<file path="src/rtl/mux_arb_nx1.sv">
// mux_arb_nx1 -- parametrised N:1 datapath mux with valid/ready handshake
// and a single registered output stage.
//
// Several producers (NCH channels of TAM bits each) contend for one
// consumer. The channel is chosen either by a fixed select or by
// round-robin arbitration. The winner's word is captured into the output
// register one cycle after its handshake. Back-to-back transfers sustain
// one word per cycle.
//
// Ports
//   clk            clock, all state changes on posedge
//   rst            asynchronous reset, active low
//   MUX_mode       0 = fixed select (MUX_sel), 1 = round-robin
//   MUX_sel        channel number used in fixed mode (>= NCH selects none)
//   MUX_in         packed channel words, channel i at [i*TAM +: TAM]
//   MUX_in_valid   per-channel offer
//   MUX_in_ready   per-channel accept, one-hot or zero, combinational
//   MUX_Out        registered output word
//   MUX_out_valid  MUX_Out holds a word
//   MUX_out_ready  consumer takes MUX_Out this cycle
//   MUX_grant      channel that sourced the current MUX_Out
module mux_arb_nx1 #(
    parameter  int TAM  = 16,
    parameter  int NCH  = 4,
    localparam int SELW = (NCH > 1) ? $clog2(NCH) : 1
) (
    input  logic                 clk,
    input  logic                 rst,
    input  logic                 MUX_mode,
    input  logic [SELW-1:0]      MUX_sel,
    input  logic [NCH*TAM-1:0]   MUX_in,
    input  logic [NCH-1:0]       MUX_in_valid,
    output logic [NCH-1:0]       MUX_in_ready,
    output logic [TAM-1:0]       MUX_Out,
    output logic                 MUX_out_valid,
    input  logic                 MUX_out_ready,
    output logic [SELW-1:0]      MUX_grant
);

    logic [SELW-1:0] rr_ptr;
    logic            vld_p1;
    logic [TAM-1:0]  word_p1;
    logic [SELW-1:0] grant_p1;

    logic            load;
    logic            fx_ok;
    logic            rr_ok;
    logic [SELW-1:0] rr_cand;
    logic            cand_ok;
    logic [SELW-1:0] cand;
    logic            xfer;
    logic [TAM-1:0]  word_p0;

    // ---- stage p0: arbitration and input selection ----

    // The output register may accept a new word when empty or being drained.
    assign load = !vld_p1 || MUX_out_ready;

    // Fixed mode: a select value with no matching channel yields no candidate.
    always_comb begin
        fx_ok = 1'b0;
        for (int i = 0; i < NCH; i++) begin
            if (MUX_sel == SELW'(i)) begin
                fx_ok = MUX_in_valid[i];
            end
        end
    end

    // Round-robin: first valid channel after the last accepted one, wrapping.
    // Scanning k = 1..NCH ends on rr_ptr itself, so a lone requester is
    // always granted.
    always_comb begin
        rr_ok   = 1'b0;
        rr_cand = '0;
        for (int k = 1; k <= NCH; k++) begin
            if (!rr_ok && MUX_in_valid[SELW'((int'(rr_ptr) + k) % NCH)]) begin
                rr_ok   = 1'b1;
                rr_cand = SELW'((int'(rr_ptr) + k) % NCH);
            end
        end
    end

    assign cand    = MUX_mode ? rr_cand : MUX_sel;
    assign cand_ok = MUX_mode ? rr_ok   : fx_ok;

    // While reset is asserted, nothing is accepted.
    assign xfer = rst && load && cand_ok;

    always_comb begin
        word_p0      = '0;
        MUX_in_ready = '0;
        for (int i = 0; i < NCH; i++) begin
            if (cand == SELW'(i)) begin
                word_p0         = MUX_in[i*TAM +: TAM];
                MUX_in_ready[i] = xfer;
            end
        end
    end

    // ---- stage p1: output register ----
    always_ff @(posedge clk or negedge rst) begin
        if (!rst) begin
            vld_p1   <= 1'b0;
            word_p1  <= '0;
            grant_p1 <= '0;
            rr_ptr   <= SELW'(NCH - 1);
        end else begin
            if (load) begin
                vld_p1 <= xfer;
            end
            if (xfer) begin
                word_p1  <= word_p0;
                grant_p1 <= cand;
                rr_ptr   <= cand;
            end
        end
    end

    assign MUX_Out       = word_p1;
    assign MUX_out_valid = vld_p1;
    assign MUX_grant     = grant_p1;

endmodule

</file>
<file path="config.mk">
export PLATFORM = sky130hd
export DESIGN_NAME = mux_arb_nx1
export DESIGN_NICKNAME = d
export VERILOG_FILES = /design/src/rtl/mux_arb_nx1.sv
export SDC_FILE = /design/constraint.sdc
export NUM_CORES = 1
export LEC_CHECK = 0
export ABC_AREA = 1
export CAP_MARGIN = 20
export CORE_ASPECT_RATIO = 0.9
export CORE_MARGIN = 2
export CORE_UTILIZATION = 43
export CTS_CLUSTER_DIAMETER = 120
export DETAILED_ROUTE_END_ITERATION = 7
export GPL_TIMING_DRIVEN = 0
export PLACE_DENSITY = 0.93
export SLEW_MARGIN = 20
export SYNTH_ARGS = -nofsm -noshare
export SYNTH_HDL_FRONTEND = slang
export SYNTH_SLANG_ARGS = --single-unit
</file>
<file path="constraint.sdc">
create_clock -name clk -period 5.3 [get_ports clk]
set_input_delay 1.06 -clock clk [delete_from_list [all_inputs] [get_ports clk]]
set_output_delay 1.06 -clock clk [all_outputs]
set_load 0.03 [all_outputs]
</file>
==> results.md <==
* Run status: finished, final reports clean
* Die width at 72.9 um
* Synth top area cells: dfrtp_1 26%, nand2_1 24%, nand3_1 8.4%
* DRC Markers at 0
* PwrDens at 505 mW/mm^2
* Post-synth EDFFs at 0
* Antenna diodes at 0
* Total clock sinks at 21
* Vias in the first global route at 2101
* Critical Path AT at 3.74 ns
* CP bufs+invs at 5
* Rows at 22
* TritonRoute pass-1 iters at 4
* Ys async rst share at 100%
* Mean cell area of the mapped netlist at 6.25 um^2
* Hold Crit Depth at 2
* Critical path cell sequence: clkdlybuf4s50_1 > inv_1 > nor3_2 > inv_1 > buf_2 > nor3_1 > clkdlybuf4s50_1
* CTS tree: done
* Max Freq at 208 MHz
* R2r setup slk at 3.03 ns
* Share of cells above drive strength 1 at 11.4%
* Drt wl/cell at 13.4 um
* Post-CTS sizing at 0
* Synth cell count leaders: 119 x nand2_1, 36 x inv_1, 31 x nand3_1
* CTS root buf: clkbuf_8
* Pre-CTS setup slack at 0.499 ns
* Cell accounting for the most synthesized area: dfrtp_1
* First-pass GRT wire length at 9590 um
* I/O Pins at 97
* Setup_tns at 0 ns
* Setup crit end kind: output pin
* Tightest Hold Check Type: register to register
* Final worst slack at 0.496 ns
* Crit path launch type: primary input
* Peak VDD IR at 0.000282 V
* DP HPWL at 4610 um
* Clock transition at the registers of the reported paths at 0.07 ns
* Fin Clk Skew at 0.00125 ns
* Initial antenna violation count at 0
* Port buffer count at 96
* Synth top area share at 25.9%
* H-Tree Depth at 1
* Drt first-iter violations at 156
* Number of synthesis warnings at 0
* Fin. Hold Viols at 0
* Final nets at 469
* Postcts setup bufs at 0
* Post-layout min period at 4.80 ns
* CP top delay family: buffers and inverters
* Cells after Synth at 294
* RSZ-0062 raised after global routing: no
* WHS Endpoint: MUX_Out[11]
* Worst slew pin tran at 0.971 ns
* GPL Wtd Cong at 0.893
* Most used DFF post-synth: dfrtp_1
* Drt total wl at 5920 um
* Final setup viols at 0
* WP data required at 4.24 ns
* Crit path kind: primary input to output pin
* Max Buffers Root-to-Sink at 2
* Area Growth Syn to Fin at 58.0%
* Pwr Total at 1.47 mW
* ANT nets after route at 0
* FF+latch count, synth at 21
* CP max stage cell: clkdlybuf4s50_1
* Hold_ws at 0.482 ns
* Core area at 0.00410 mm^2
* Reg-to-Reg Start: rr_ptr[0]
* Die area at 0.00481 mm^2
* Slew Viols, Final at 0
* Clock Latency Late Sink at 0.26 ns
* Fin crit share at 90.6%
* Initial core utilization at 44.8%
* Worst reg2reg endpoint: MUX_Out[10]
* Syn Nets at 368
* Grt total ovfl at 0
* Synth Cell Area at 0.00184 mm^2
* Worst-path fanout max at 22
* Distinct cells, synth at 26
* Via-to-Cell Ratio at 5.07
* CTS Buf Count at 3
* Hold buffer count at cts at 0
* Vias at 2242
* Leakage power at 1.47 nW
* Die Y at 66.0 um
* Crit path largest cell delay at 1.11 ns
* Worst Min Path Start: MUX_Out[11]
* Largest net degree at the start of global routing at 23
* Tot GR Track Use at 25.4%
* Max Cap Viol at 0
* Slew HR at 35.0%
* Cell depth of the worst flop-to-flop path at 15
* Sequential share of the synthesized area at 28.7%
* Top-count cell post-synth: nand2_1
## final cells by class
type                            instances  area [um^2]
Clock buffer                            4         45.0
Multi-Input combinational cell        221         1060
Sequential cell                        21          528
Timing Repair Buffer                   96          961
Fill cell                             356         1200
Tap cell                               48         60.1
Inverter                               39          146
Buffer                                 13          106
## registers in the layout, indices dropped and copies added (netlist names)
signal and cells:
MUX_Out 16, MUX_grant 2, rr_ptr 2, MUX_out_valid 1
## report_power, final
group	internal (mW)	switching (mW)
clock	0.0536	0.0520
combinational	0.419	0.650
sequential	0.240	0.0504
total	0.713	0.752
## worst max-delay path by stage
stage | slack, ns | depth (start not counted) | end | from
floorplan | 1.58 | 12 | MUX_in_ready[0] | MUX_in_valid[3]
global placement | 0.54 | 7 | MUX_in_ready[0] | rst
detailed placement | 0.50 | 7 | MUX_in_ready[0] | rst
CTS | 0.48 | 7 | MUX_in_ready[0] | rst
global route | 0.25 | 7 | MUX_in_ready[0] | rst
finish | 0.50 | 7 | MUX_in_ready[0] | rst
## worst reg2reg max path, stage by stage, from the launching register on
cell     delay, ns
dfstp_2       0.56
buf_6         0.14
nand2_1       0.06
nand2_1       0.13
nand2_1       0.07
nand2_1       0.08
inv_1         0.07
nand3_2       0.07
nand2_1       0.08
nor2_4        0.15
nor2_8        0.08
nor2_2        0.39
nand2_1       0.12
nand3_1       0.10
nand2_1       0.06
nand2_1       0.06
## cells in the final DEF (no fill, tap or decap), drive strengths merged
| master | Yosys | routed |
|---|---|---|
| nand2 | 130 | 130 |
| clkdlybuf4s50 | 0 | 96 |
| inv | 39 | 39 |
| nand3 | 32 | 32 |
| o21ai | 27 | 27 |
| dfrtp | 19 | 19 |
| nor2 | 17 | 17 |
| buf | 13 | 13 |
| nand4 | 4 | 4 |
| nand3b | 4 | 4 |
| clkbuf | 0 | 4 |
| a21oi | 3 | 3 |
| dfstp | 2 | 2 |
| nor3 | 2 | 2 |
| a21boi | 1 | 1 |
| o211ai | 1 | 1 |
## routing by layer
layer  track usage, %  wire (um)  share of wire (%)
met1             32.6       2420                 41
met2             44.2       3130                 53
met3             3.20        309                5.2
met4             7.87         67                1.1
met5                0          0                  0
## metrics by stage
step / area, um^2 / instances / utilization (%)
after CTS: 2900 / 442 / 70.8
after global routing: 2900 / 442 / 70.8
after global placement: 2860 / 438 / 69.7
after detailed placement: 2860 / 438 / 69.7
after floorplan: 1840 / 294 / -
final: 2900 / 442 / 70.8
## kinds of logic after synthesis
family,synth area share (%)
buffers and inverters,13.8
AND/OR/NAND/NOR,47.7
AO/OA/AOI/OAI,9.81
flip-flops,28.7
Note: power is estimated with default switching activity, not from simulation.
